File: config.mk
export PLATFORM = sky130hd
export DESIGN_NAME = lab1_imul_mul_arb2
export DESIGN_NICKNAME = d
export VERILOG_FILES = /design/src/rtl/lab1_imul_arb_pkg.sv /design/src/rtl/lab1_imul_rr_arb2.sv /design/src/rtl/lab1_imul_mul_arb2.sv
export SDC_FILE = /design/constraint.sdc
export NUM_CORES = 1
export LEC_CHECK = 0
export ABC_AREA = 1
export CORE_AREA = 2 2 116 118
export CTS_BUF_LIST = sky130_fd_sc_hd__clkbuf_16
export DETAILED_ROUTE_END_ITERATION = 6
export DIE_AREA = 0 0 118 120
export GPL_TIMING_DRIVEN = 0
export PLACE_DENSITY = 0.72
export SYNTH_ARGS = -nofsm -noshare
export SYNTH_HDL_FRONTEND = slang
export SYNTH_SLANG_ARGS = --single-unit
File: constraint.sdc
create_clock -name clk -period 1.8 [get_ports clk]
set_input_delay 0.36 -clock clk [delete_from_list [all_inputs] [get_ports clk]]
set_output_delay 0.36 -clock clk [all_outputs]
set_load 0.05 [all_outputs]
File: src/rtl/lab1_imul_arb_pkg.sv
// Shared types and constants for the two-port multiplier arbiter.
// Port ids double as the round-robin pointer and the owner encoding.
package lab1_imul_arb_pkg;

    localparam int REQ_W  = 64;
    localparam int RESP_W = 32;

    localparam logic PORT0 = 1'b0;
    localparam logic PORT1 = 1'b1;

    typedef enum logic {
        IDLE = 1'b0,
        BUSY = 1'b1
    } arb_state_e;

endpackage

File: src/rtl/lab1_imul_rr_arb2.sv
// Two-way round-robin arbiter: pointer register plus combinational grant.
// The pointer only moves on an issue handshake, so the grant is stable while valids hold.
module lab1_imul_rr_arb2
    import lab1_imul_arb_pkg::*;
#(
    parameter logic p_init_prio = PORT0
) (
    input  logic clk,
    input  logic reset,
    input  logic req0_val,
    input  logic req1_val,
    input  logic issue,
    output logic gnt_val,
    output logic gnt_port
);

    logic ptr_q;

    always_ff @(posedge clk or posedge reset) begin
        if (reset) begin
            ptr_q <= p_init_prio;
        end else if (issue) begin
            ptr_q <= ~gnt_port;
        end
    end

    always_comb begin
        gnt_val = req0_val | req1_val;
        if (req0_val && req1_val) begin
            gnt_port = ptr_q;
        end else if (req1_val) begin
            gnt_port = PORT1;
        end else begin
            gnt_port = PORT0;
        end
    end

endmodule

File: src/rtl/lab1_imul_mul_arb2.sv
// Shares one variable-latency multiplier between two val/rdy requesters.
// Handshake: a transfer happens on a rising edge where val and rdy are both high; val never waits on rdy.
module lab1_imul_mul_arb2
    import lab1_imul_arb_pkg::*;
#(
    parameter logic p_init_prio = PORT0
) (
    input  logic              clk,
    input  logic              reset,

    input  logic              req0_val,
    output logic              req0_rdy,
    input  logic [REQ_W-1:0]  req0_msg,
    input  logic              req1_val,
    output logic              req1_rdy,
    input  logic [REQ_W-1:0]  req1_msg,

    output logic              resp0_val,
    input  logic              resp0_rdy,
    output logic [RESP_W-1:0] resp0_msg,
    output logic              resp1_val,
    input  logic              resp1_rdy,
    output logic [RESP_W-1:0] resp1_msg,

    output logic              mul_req_val,
    input  logic              mul_req_rdy,
    output logic [REQ_W-1:0]  mul_req_msg,

    input  logic              mul_resp_val,
    output logic              mul_resp_rdy,
    input  logic [RESP_W-1:0] mul_resp_msg,

    output logic              busy,
    output logic              owner
);

    arb_state_e state_q, state_d;
    logic       owner_q;
    logic       arb_req0_val, arb_req1_val;
    logic       gnt_val, gnt_port;
    logic       issue, resp_done;

    // Requests only compete in IDLE and never while reset is held.
    assign arb_req0_val = (state_q == IDLE) && !reset && req0_val;
    assign arb_req1_val = (state_q == IDLE) && !reset && req1_val;
    assign issue        = gnt_val && mul_req_rdy;
    assign resp_done    = (state_q == BUSY) && mul_resp_val && mul_resp_rdy;

    lab1_imul_rr_arb2 #(
        .p_init_prio (p_init_prio)
    ) u_rr_arb (
        .clk      (clk),
        .reset    (reset),
        .req0_val (arb_req0_val),
        .req1_val (arb_req1_val),
        .issue    (issue),
        .gnt_val  (gnt_val),
        .gnt_port (gnt_port)
    );

    always_ff @(posedge clk or posedge reset) begin
        if (reset) begin
            state_q <= IDLE;
            owner_q <= PORT0;
        end else begin
            state_q <= state_d;
            if (issue) begin
                owner_q <= gnt_port;
            end
        end
    end

    always_comb begin
        state_d = state_q;
        case (state_q)
            IDLE:    if (issue)     state_d = BUSY;
            BUSY:    if (resp_done) state_d = IDLE;
            default: state_d = IDLE;
        endcase
    end

    always_comb begin
        req0_rdy     = 1'b0;
        req1_rdy     = 1'b0;
        mul_req_val  = 1'b0;
        mul_req_msg  = '0;
        resp0_val    = 1'b0;
        resp0_msg    = '0;
        resp1_val    = 1'b0;
        resp1_msg    = '0;
        mul_resp_rdy = 1'b0;
        busy         = 1'b0;
        owner        = PORT0;
        case (state_q)
            IDLE: begin
                mul_req_val = gnt_val;
                if (gnt_val) begin
                    if (gnt_port == PORT1) begin
                        mul_req_msg = req1_msg;
                        req1_rdy    = mul_req_rdy;
                    end else begin
                        mul_req_msg = req0_msg;
                        req0_rdy    = mul_req_rdy;
                    end
                end
            end
            BUSY: begin
                busy  = 1'b1;
                owner = owner_q;
                if (owner_q == PORT1) begin
                    resp1_val    = mul_resp_val;
                    resp1_msg    = mul_resp_msg;
                    mul_resp_rdy = resp1_rdy;
                end else begin
                    resp0_val    = mul_resp_val;
                    resp0_msg    = mul_resp_msg;
                    mul_resp_rdy = resp0_rdy;
                end
            end
            default: ;
        endcase
    end

endmodule

* Yosys cells after proc, flatten, opt, wreduce, memory -nomap -nowiden *
Index checks and enable logic that the tools add are counted.

storage, ports and cells
  memory bits (read-only) = 0
  logic and storage cells = 41
  latch bits = 0
  memory bits (writable) = 0
  register bits after elaboration = 3
  bits of input ports = 168
  memories kept = 0
  output and inout bits = 136

cells by class
  mux-type cells = 27
  $add $sub $neg = 0
  bitwise logic cells = 3
  div/mod/pow operators = 0
  order comparisons = 0
  shifts and indexed selects = 0
  eq/ne operators = 0
  $mul = 0
  reduce and logical (&&, ||, !) cells = 8

operator list
  operator                         count
  two-way mux 64 bit               3
  two-way mux 32 bit               4
  two-way mux 1 bit                19
  logical AND 1 bit                7
  inverter 1 bit                   2
  case mux 1 bit (2 select lines)  1
  logical NOT 1 bit                1
  bitwise OR 1 bit                 1

* Longest topological paths before layout *
  depth in word-level cells = 8
  gate-level depth with buffers = 8
  gate-level depth less buffers = 6

* Modules after synthesis *
A second synthesis with hierarchy kept.

unflattened totals
  cell total of the unflattened synthesis = 354
  area total of the unflattened synthesis = 1675.4 um^2

modules (own cells, without submodules)
  module              area each (um^2)  times used  cells an instance  sequential area each (um^2)
  lab1_imul_mul_arb2  1611.5            1           344                50.0
  lab1_imul_rr_arb2   63.8              1           10                 25.0

* Worst setup path after synthesis *
Ideal clock, no wire load.

  kind = register to output
  from = reg state_q
  to = out mul_req_msg[54]
  setup slack = -0.648 ns
  stages on the path, launching flop included = 6
  path buffers = 1
  required time = 1.440 ns
  data arrival time = 2.088 ns
  cell sequence = dfrtp_1 nor2_2 and2_1 buf_2 nand2_1 nor2_1

between the ends
  longest elaborated chain between the ends = 8
  elaborated cells between the ends (all ways) = 11
  those cells by class = mux: 5; bitwise: 2; reduce/logical: 4

ends and longest elaborated chain
  what                                                           line                                                text
  start: declaration                                             lab1_imul_mul_arb2.sv:37                            arb_state_e state_q, state_d;
  start signal: assignment                                       lab1_imul_mul_arb2.sv:66                            state_q <= state_d;
  inverter 1 bit                                                 lab1_imul_mul_arb2.sv:44, lab1_imul_mul_arb2.sv:45
  logical AND 1 bit                                              lab1_imul_mul_arb2.sv:44, lab1_imul_mul_arb2.sv:45
  logical AND 1 bit, on equally long branches                    lab1_imul_mul_arb2.sv:45, lab1_imul_mul_arb2.sv:44
  two-way mux 1 bit / logical AND 1 bit (equally long branches)  lab1_imul_rr_arb2.sv:31, lab1_imul_rr_arb2.sv:29
  two-way mux 1 bit                                              lab1_imul_rr_arb2.sv:29                             if (req0_val && req1_val) begin
  two-way mux 64 bit                                             lab1_imul_mul_arb2.sv:98                            if (gnt_port == PORT1) begin
  two-way mux 64 bit                                             lab1_imul_mul_arb2.sv:97                            if (gnt_val) begin
  two-way mux 64 bit *                                           lab1_imul_mul_arb2.sv:94                            case (state_q)
  end: declaration                                               lab1_imul_mul_arb2.sv:27                            output logic [REQ_W-1:0] mul_req_msg,

Every way passes the cells marked *; elsewhere a longest branch is shown, timed or not.

* Worst setup path in the final report *
  from = reg state_q
  to = out mul_req_msg[42]

The elaborated chain is that of the path after synthesis.

==> reports/results.ini <==
[power_and_ir_drop]
p_leak_nw=3.95
p_switching_mw=4.63
p_sw_frac=0.608
clkPwrFrac=0.046
power_frac_seq=0.019
irDropWorstVdd_uv=805
power_mw=7.61
p_per_area_nw_per_um2=1020
p_int_mw=2.98
combPwrFrac=0.935

[placement]
port_buffers=303
place_congestion=0.828
dp_hpwl_mm=11.9
dp_slack_ns=-1.24
place_inst=1101

[sta]
report.final.slew_viol_count=0
fmax_mhz=489
setup_slack_ns=-0.243
timing.final.crit_period_ns=2.04
final.setup_skew_ns=0.000269
final-setup-viol-count=116
worstMarginPinSlew_ns=0.504
finalHoldViolCount=0
finalSetupTns_ns=-15.68
relSlewSlack=0.664
fin_crit_sh=1.14
rsz0062_at_grt=yes

[setup_path]
crit_path_max_fanout=10
max_stage_delay_ns=0.44
cp.arrival_ns=1.68
critical_path_class=reg -> out
critical_path.cell_chain=nor2_4 -> buf_6 -> nand3_4 -> buf_8 -> buf_8 -> nand2_1 -> inv_1 -> nor2_4 -> buf_6
crit_slowest_cell=dfrtp_2
required_ns=1.44
startpoint_type=flip-flop
critPathCaptureType=primary output

[clock_network]
htreeDepth=1
clk_path_buf_depth=2
cts_buffers=3
cts.sinks=3
cts-root-buf=clkbuf_16
clkLatencyLatePin_ns=0.22
cts_tree=done
postCtsHoldBufs=0
clkTransAtPathRegs_ns=0.03

[yosys]
yosys_register_bits=3
yosysTopAreaCellShare=0.332
syn_avg_cell_area_um2=4.27
synth_edf_count=0
yosys-top-cells-area=inv_1 33%, nand2_1 20%, nor2_1 18%
postSynthCellCount=622
synth.largest_area_cell=inv_1
ys_seq_area_frac=0.0283
yosys-top-cells-count=235 x inv_1, 140 x nand2_1, 130 x nor2_1
syn_area_um2=2660
synth_most_common_cell=inv_1
yosysWarnings=0
async_flop_share=1.00
synth_nets=790
synth_ff_type=dfrtp_1
ys_types=17

[global_route]
grt_max_degree=11
grt_overflow=0
grt_pass1_vias=4382
grt_util_all_layers=0.194
grt_pass1_wl_mm=22.3
antenna_found_initial=0

[run_status]
violations=negative setup slack
status=complete, but fails checks

[finish]
register_area_um2=76.3
fin_nets=1118
drive_gt1_frac=0.415
n_fill_cell=1271
multiInputGateArea_um2=2450
fin_cells=1125
area.growth.synth_to_final_pct=181
num_antenna_cells=0

[detailed_routing]
num_vias=4535
dr.pass1.iters=4
drtAntennaViolNets=0
drt_iter0_markers=129
wl_per_cell_um=12.9
drt-total-wl_mm=14.5
via_per_inst=4.03
drc=0

[die]
die_h_um=120
fp-row-count=42
die_w_um=118
core_um2=13000
io_pins=304
initial_core_util=0.205
dieArea_um2=14200

[flow_run]
max-cap-violations=0

[hold_path]
hp-class=in -> async

## kinds of logic after synthesis
family / share of synthesized area
buffers and inverters: 0.419
AOI/OAI and AO/OA: 0.00377
DFF: 0.0283
and+or+nand+nor: 0.549
## repair_timing
item	4_1_cts	5_1_grt
setup endpoints to repair	136	136
buffers inserted	12	5
pin swaps	10	17
resized for setup	820	115
cloned	3	2
## worst max-delay path: cells and delay by family, from the launching register on
| family | cells | cell delay [ns] |
|---|---|---|
| flops | 1 | 0.44 |
| simple gates | 4 | 0.35 |
| buf+inv | 5 | 0.66 |
## routing by layer
layer  vias up  wire length (um)  global-route usage  share of wire
met5         -                 0                   0              0
met4         0               222              0.0384          0.015
met3        16               996              0.0466          0.069
met2       166              7570               0.371           0.52
met1      1960              5710               0.218           0.39
li1       2393                 -                   -              -
## stage by stage
stage	hold slack, ns	util	area [um^2]
4_1_cts	0.189	0.570	7400
5_1_grt	0.194	0.575	7460
6_report	0.153	0.575	7460
3_5_place_dp	0.505	0.531	6900
2_1_floorplan	0.114	-	3640
3_3_place_gp	0.475	0.531	6900
## flip-flops by register name (all words and copies together), names as in the netlist
| register | count |
|---|---|
| state_q | 1 |
| u_rr_arb.ptr_q | 1 |
| owner_q | 1 |
## power by group through the flow
stage	registers (mW)	clock network (mW)	logic (mW)
after floorplan	0.178	0	4.45
after global placement	0.155	0	6.49
after detailed placement	0.157	0	6.51
after CTS	0.143	0.356	7.01
after global routing	0.148	0.362	7.50
final	0.144	0.351	7.12
## layout make-up
type,count,share of cell area
Inverter,235,0.118
Clock inverter,1,0.000503
Multi-Input combinational cell,343,0.328
Sequential cell,3,0.0102
Tap cell,176,0.0295
Clock buffer,3,0.0101
Timing Repair Buffer,324,0.442
Buffer,40,0.0611
## cell usage in the layout, fill, tap and decap left out, types with 2 or more instances in the layout
cell type        count
clkdlybuf4s18_2     13
buf_16               2
clkdlybuf4s15_1      2
dfrtp_1              2
clkbuf_2             8
nor2_4              66
nor2_1               6
clkbuf_16            5
nand4_1             64
nand3_1              2
buf_4               44
buf_6               55
nand2_1             92
buf_8               25
buf_2               18
nand2_2              9
clkbuf_8             6
clkdlybuf4s50_1    164
clkdlybuf4s15_2      4
nor2_2              59
inv_2               16
nand2_4             39
clkbuf_4            11
inv_1              220
buf_12               7
## final timing paths
path / startpoint / to / slack (ns) / depth (start not counted)
setup / recovery: state_q / mul_req_msg[42] / -0.24 / 9
hold / removal: reset / owner_q / 0.15 / 2
setup reg to reg: state_q / owner_q / 0.48 / 6
hold reg to reg: u_rr_arb.ptr_q / u_rr_arb.ptr_q / 0.51 / 2
max in group asynchronous: reset / state_q / 1.51 / 2
min in group clk: u_rr_arb.ptr_q / u_rr_arb.ptr_q / 0.51 / 2
No activity file was read; power rests on OpenSTA's default activity.
